File: config.mk
export PLATFORM = sky130hd
export DESIGN_NAME = video_timing_out
export DESIGN_NICKNAME = d
export VERILOG_FILES = /design/src/rtl/video_pkg.sv /design/src/rtl/video_delay_line.sv /design/src/rtl/video_timing_out.sv
export SDC_FILE = /design/constraint.sdc
export NUM_CORES = 1
export LEC_CHECK = 0
export CORE_MARGIN = 5
export CORE_UTILIZATION = 41
export DETAILED_ROUTE_END_ITERATION = 8
export PLACE_DENSITY_LB_ADDON = 0.08
export SLEW_MARGIN = 10
export SYNTH_ARGS = -nofsm -noshare
export SYNTH_HDL_FRONTEND = slang
export SYNTH_HIERARCHICAL = 1
export SYNTH_SLANG_ARGS = --single-unit
File: constraint.sdc
create_clock -name clk -period 1.7 [get_ports clk]
set_input_delay 0.17 -clock clk [delete_from_list [all_inputs] [get_ports clk]]
set_output_delay 0.17 -clock clk [all_outputs]
set_load 0.01 [all_outputs]
File: src/rtl/video_pkg.sv
// Shared raster geometry for the 320x240 display path; the timing generator
// and the framebuffer both take their dimensions from here.
package video_pkg;

  localparam int H_ACTIVE = 320;
  localparam int H_FP     = 16;
  localparam int H_SYNC   = 32;
  localparam int H_BP     = 32;
  localparam int H_TOTAL  = H_ACTIVE + H_FP + H_SYNC + H_BP;

  localparam int V_ACTIVE = 240;
  localparam int V_FP     = 8;
  localparam int V_SYNC   = 4;
  localparam int V_BP     = 4;
  localparam int V_TOTAL  = V_ACTIVE + V_FP + V_SYNC + V_BP;

  localparam int unsigned FB_LAT = 1;

  localparam int COORD_W = 10;
  localparam int RGB_W   = 24;
  localparam int FCNT_W  = 16;

  localparam int FB_WIDTH  = H_ACTIVE;
  localparam int FB_HEIGHT = V_ACTIVE;

endpackage

File: src/rtl/video_delay_line.sv
// Fixed-depth shift register with synchronous clear; matches control signals
// to the framebuffer read latency.
module video_delay_line #(
  parameter int          W     = 3,
  parameter int unsigned DEPTH = 1
) (
  input  logic         clk,
  input  logic         reset_n,
  input  logic [W-1:0] d,
  output logic [W-1:0] q
);

  logic [W-1:0] pipe [DEPTH];

  always_ff @(posedge clk) begin
    if (!reset_n) begin
      pipe <= '{default: '0};
    end else begin
      pipe[0] <= d;
      for (int unsigned i = 1; i < DEPTH; i++) begin
        pipe[i] <= pipe[i-1];
      end
    end
  end

  assign q = pipe[DEPTH-1];

endmodule

File: src/rtl/video_timing_out.sv
// Raster counters, sync/DE decode, latency-aligned video output register and
// CPU frame status for the 320x240 display path.
module video_timing_out
  import video_pkg::*;
#(
  parameter int          H_ACTIVE = video_pkg::H_ACTIVE,
  parameter int          H_FP     = video_pkg::H_FP,
  parameter int          H_SYNC   = video_pkg::H_SYNC,
  parameter int          H_BP     = video_pkg::H_BP,
  parameter int          V_ACTIVE = video_pkg::V_ACTIVE,
  parameter int          V_FP     = video_pkg::V_FP,
  parameter int          V_SYNC   = video_pkg::V_SYNC,
  parameter int          V_BP     = video_pkg::V_BP,
  parameter int unsigned FB_LAT   = video_pkg::FB_LAT
) (
  input  logic               clk,
  input  logic               reset_n,
  output logic [COORD_W-1:0] pixel_x,
  output logic [COORD_W-1:0] pixel_y,
  input  logic [RGB_W-1:0]   pixel_color,
  output logic [RGB_W-1:0]   video_rgb,
  output logic               video_de,
  output logic               video_hs,
  output logic               video_vs,
  output logic               vblank,
  output logic               frame_irq,
  output logic [FCNT_W-1:0]  frame_count
);

  localparam int LINE_CLKS   = H_ACTIVE + H_FP + H_SYNC + H_BP;
  localparam int FRAME_LINES = V_ACTIVE + V_FP + V_SYNC + V_BP;

  logic [COORD_W-1:0] h_cnt;
  logic [COORD_W-1:0] v_cnt;
  logic               h_last;
  logic               v_last;

  assign h_last = (h_cnt == COORD_W'(LINE_CLKS - 1));
  assign v_last = (v_cnt == COORD_W'(FRAME_LINES - 1));

  always_ff @(posedge clk) begin
    if (!reset_n) begin
      h_cnt <= '0;
      v_cnt <= '0;
    end else begin
      h_cnt <= h_last ? '0 : h_cnt + 1'b1;
      if (h_last) begin
        v_cnt <= v_last ? '0 : v_cnt + 1'b1;
      end
    end
  end

  assign pixel_x = h_cnt;
  assign pixel_y = v_cnt;

  logic de0;
  logic hs0;
  logic vs0;

  assign de0 = (h_cnt < COORD_W'(H_ACTIVE)) && (v_cnt < COORD_W'(V_ACTIVE));
  assign hs0 = (h_cnt == COORD_W'(H_ACTIVE + H_FP));
  assign vs0 = hs0 && (v_cnt == COORD_W'(V_ACTIVE + V_FP));

  logic de_d;
  logic hs_d;
  logic vs_d;

  video_delay_line #(
    .W    (3),
    .DEPTH(FB_LAT)
  ) u_ctrl_delay (
    .clk    (clk),
    .reset_n(reset_n),
    .d      ({de0, hs0, vs0}),
    .q      ({de_d, hs_d, vs_d})
  );

  always_ff @(posedge clk) begin
    if (!reset_n) begin
      video_rgb <= '0;
      video_de  <= 1'b0;
      video_hs  <= 1'b0;
      video_vs  <= 1'b0;
    end else begin
      video_rgb <= de_d ? pixel_color : '0;
      video_de  <= de_d;
      video_hs  <= hs_d;
      video_vs  <= vs_d;
    end
  end

  assign vblank = (v_cnt >= COORD_W'(V_ACTIVE));

  // Decoded one clk early so the registered pulse and count land exactly
  // while the counters sit at (0, V_ACTIVE).
  logic              irq_next;
  logic [FCNT_W-1:0] frame_cnt;

  assign irq_next = h_last && (v_cnt == COORD_W'(V_ACTIVE - 1));

  always_ff @(posedge clk) begin
    if (!reset_n) begin
      frame_irq <= 1'b0;
      frame_cnt <= '0;
    end else begin
      frame_irq <= irq_next;
      if (irq_next) begin
        frame_cnt <= frame_cnt + 1'b1;
      end
    end
  end

  assign frame_count = frame_cnt;

endmodule
==> impl_metrics.json <==
{
  "critPathLaunchType": "flip-flop",
  "finalNetCount": 447,
  "firstDrtPassIters": 4,
  "rsz0062_at_grt": "yes",
  "syn_area_mm2": 0.00270,
  "hold_violations": 0,
  "filler_cell_count": 521,
  "peakVddDrop_v": 0.000513,
  "top_layer_used": "met4",
  "wl_met1_um": 3300,
  "hold-path-endpoint": "video_rgb[10]",
  "wl_met2_um": 3530,
  "syn_nets": 316,
  "fin_cells": 498,
  "synth_top_area_frac": 0.496,
  "dpl_worst_slack_ns": -0.0414,
  "core_area_mm2": 0.00639,
  "yosysMostFrequentCell": "dfxtp_1",
  "fin_crit_sh": 1.00,
  "clockBufferDepth": 2,
  "postSynth.asyncResetShare": 0,
  "met3WireLength_um": 326,
  "drc": 0,
  "syn_avg_cell_area_um2": 9.49,
  "grt_max_degree": 33,
  "initial_core_util": 0.423,
  "cp-end-kind": "flip-flop",
  "holdPathStages": 2,
  "grt-ovfl-total": 0,
  "tightest_slew_ns": 0.624,
  "dr.first_iter.drc_count": 91,
  "synth_cell_types": 38,
  "path_class": "flip-flop to flip-flop",
  "synth_flop_cell": "dfxtp_1",
  "reg2reg_depth": 5,
  "row_count": 29,
  "fmax_mhz": 586,
  "finish.utilization": 0.673,
  "antenna-diode-count": 0,
  "insertion_delay_ns": 0.34,
  "synth-edff-count": 0,
  "cts_buffers": 9,
  "finalWorstSetupSlack_ns": -0.00688,
  "yosysTopAreaCell": "dfxtp_1",
  "drive_above_1_share": 0.223,
  "drv_cap": 0,
  "die_h_um": 91.2,
  "avgRoutedWirePerCell_um": 14.6,
  "postRouteAntennaNets": 0,
  "power_density_mw_per_mm2": 736,
  "drv_slew": 0,
  "crit_path_start": "pixel_x[5]",
  "cts_root_buf": "clkbuf_8",
  "hold_path_class": "primary input to flip-flop",
  "yosysWarnings": 6,
  "leakage_uw": 0.00168,
  "violations": "negative setup slack",
  "clock_sinks": 67,
  "grtUsageTotal": 0.174,
  "die_x_um": 91.2,
  "status": "finished, violations left",
  "clk_pin_slew_worst_paths_ns": 0.08,
  "r2r_end": "frame_count[15]",
  "area_growth_pct": 58.9,
  "cp_data_arrival_time_ns": 1.99,
  "reg2reg_slack_ns": -0.007,
  "worstPathMaxFanout": 8,
  "placed_cells": 479,
  "timing.rr.start": "pixel_x[5]",
  "wl_um": 7260,
  "synth-seq-cells": 67,
  "grt_pass1_wl_um": 12000,
  "vias_per_cell": 5.11,
  "io_pins": 91,
  "antenna_found_initial": 0,
  "io_buffers": 90,
  "worstHoldStart": "pixel_color[10]",
  "cts_tree": "done",
  "place_congestion": 0.796,
  "dieArea_mm2": 0.00832,
  "ys_seq_area_frac": 0.496,
  "fin_skew_ns": 0.00692,
  "setup_violations": 2,
  "dp_hpwl_um": 5280,
  "ys_top_cells_by_area": "dfxtp_1 (50%), and3_1 (6.7%), o31ai_1 (3.3%)",
  "required_ns": 1.98,
  "grt_pass1_vias": 2461,
  "yosys-top-cells-count": "dfxtp_1 (67), and3_1 (29), nor2_1 (19)",
  "syn_inst": 285,
  "period_needed_ns": 1.71,
  "h-tree-depth": 3,
  "postPlaceCellArea_mm2": 0.00398,
  "stdcell_area_mm2": 0.00430,
  "via_count": 2545,
  "slew_headroom": 0.583
}
==> metrics by stage <==
step | TNS [ns] | total power, µW | hold WS (ns)
detailed placement | -0.113 | 1860 | 0.423
finish | -0.00873 | 3160 | 0.423
floorplan | 0 | 1720 | 0.292
global route | -1.21 | 3290 | 0.413
global placement | 0 | 1860 | 0.416
CTS | -0.00885 | 3200 | 0.407
==> placed cells by master, fill, tap and decap left out, drive strengths merged, types with 3 or more instances in the layout <==
cell type and count:
nor4 5, clkinv 4, o31ai 12, and4 4, inv 11, clkdlybuf4s50 89, and2 8, nor2 19
and3 29, nand2 12, a21oi 17, nand4 11, ha 5, clkbuf 9, or3 4, nand3 13
o21ai 6, nor3 4, or4 11, or3b 3, xnor2 6, buf 46, xor2 6, dfxtp 67
mux2i 3
==> kinds of logic (layout without fill, tap and decap cells) <==
| family | Yosys count | in the layout | synth area share |
|---|---|---|---|
| AND/OR/NAND/NOR | 134 | 134 | 0.306 |
| multiplexers | 3 | 3 | 0.0111 |
| buffers and inverters | 26 | 162 | 0.0393 |
| AO/OA/AOI/OAI | 38 | 38 | 0.0851 |
| XOR/XNOR | 12 | 12 | 0.0389 |
| flip-flops | 67 | 67 | 0.496 |
| adder cells (fa/ha/maj) | 5 | 5 | 0.0231 |
==> cell type report <==
type / instances / area (µm²) / area share
Clock inverter: 7 / 77.6 / 0.0181
Multi-Input combinational cell: 192 / 1350 / 0.315
Timing Repair Buffer: 136 / 1250 / 0.291
Clock buffer: 9 / 124 / 0.0288
Tap cell: 77 / 96.3 / 0.0224
Inverter: 10 / 37.5 / 0.00874
Sequential cell: 67 / 1360 / 0.316
==> report_power, final <==
part,internal (µW),total (µW),switching [µW]
clock,687,1340,650
sequential,1600,1620,17.3
combinational,132,209,76.8
==> flip-flops by register name, summed over array words and instances (netlist names) <==
| signal | cells |
|---|---|
| pixel_y | 10 |
| frame_count | 16 |
| video_de | 1 |
| video_rgb | 24 |
| video_hs | 1 |
| u_ctrl_delay/q | 3 |
| frame_irq | 1 |
| pixel_x | 10 |
| video_vs | 1 |
==> worst max-delay path by stage <==
stage,to,slack (ns),cells after the start
after global placement,frame_count[15],0.00002,6
after CTS,frame_count[9],-0.008,6
after floorplan,frame_count[10],0.005,8
final,frame_count[15],-0.007,5
after detailed placement,frame_count[15],-0.04,6
after global routing,frame_count[7],-0.11,6
==> worst max-delay path, stage by stage (launching register included) <==
cell	delay (ns)
dfxtp_2	0.34
nor3b_4	0.32
nand4_1	0.19
buf_6	0.18
or4_1	0.48
a21oi_2	0.13
==> per-layer routing <==
metal | track usage | up-vias
li1 | - | 1294
met1 | 0.220 | 1173
met2 | 0.290 | 70
met3 | 0.0388 | 8
met4 | 0.0672 | 0
met5 | 0 | -
==> repair_timing <==
action	CTS	global route
cloned	1	0
hold endpoints to repair	0	0
endpoints found under the setup margin	13	30
buffers inserted	1	2
pin swaps	2	5
gates resized for setup	8	17
hold buffers	0	0
Note: power is estimated with default switching activity, not from simulation.
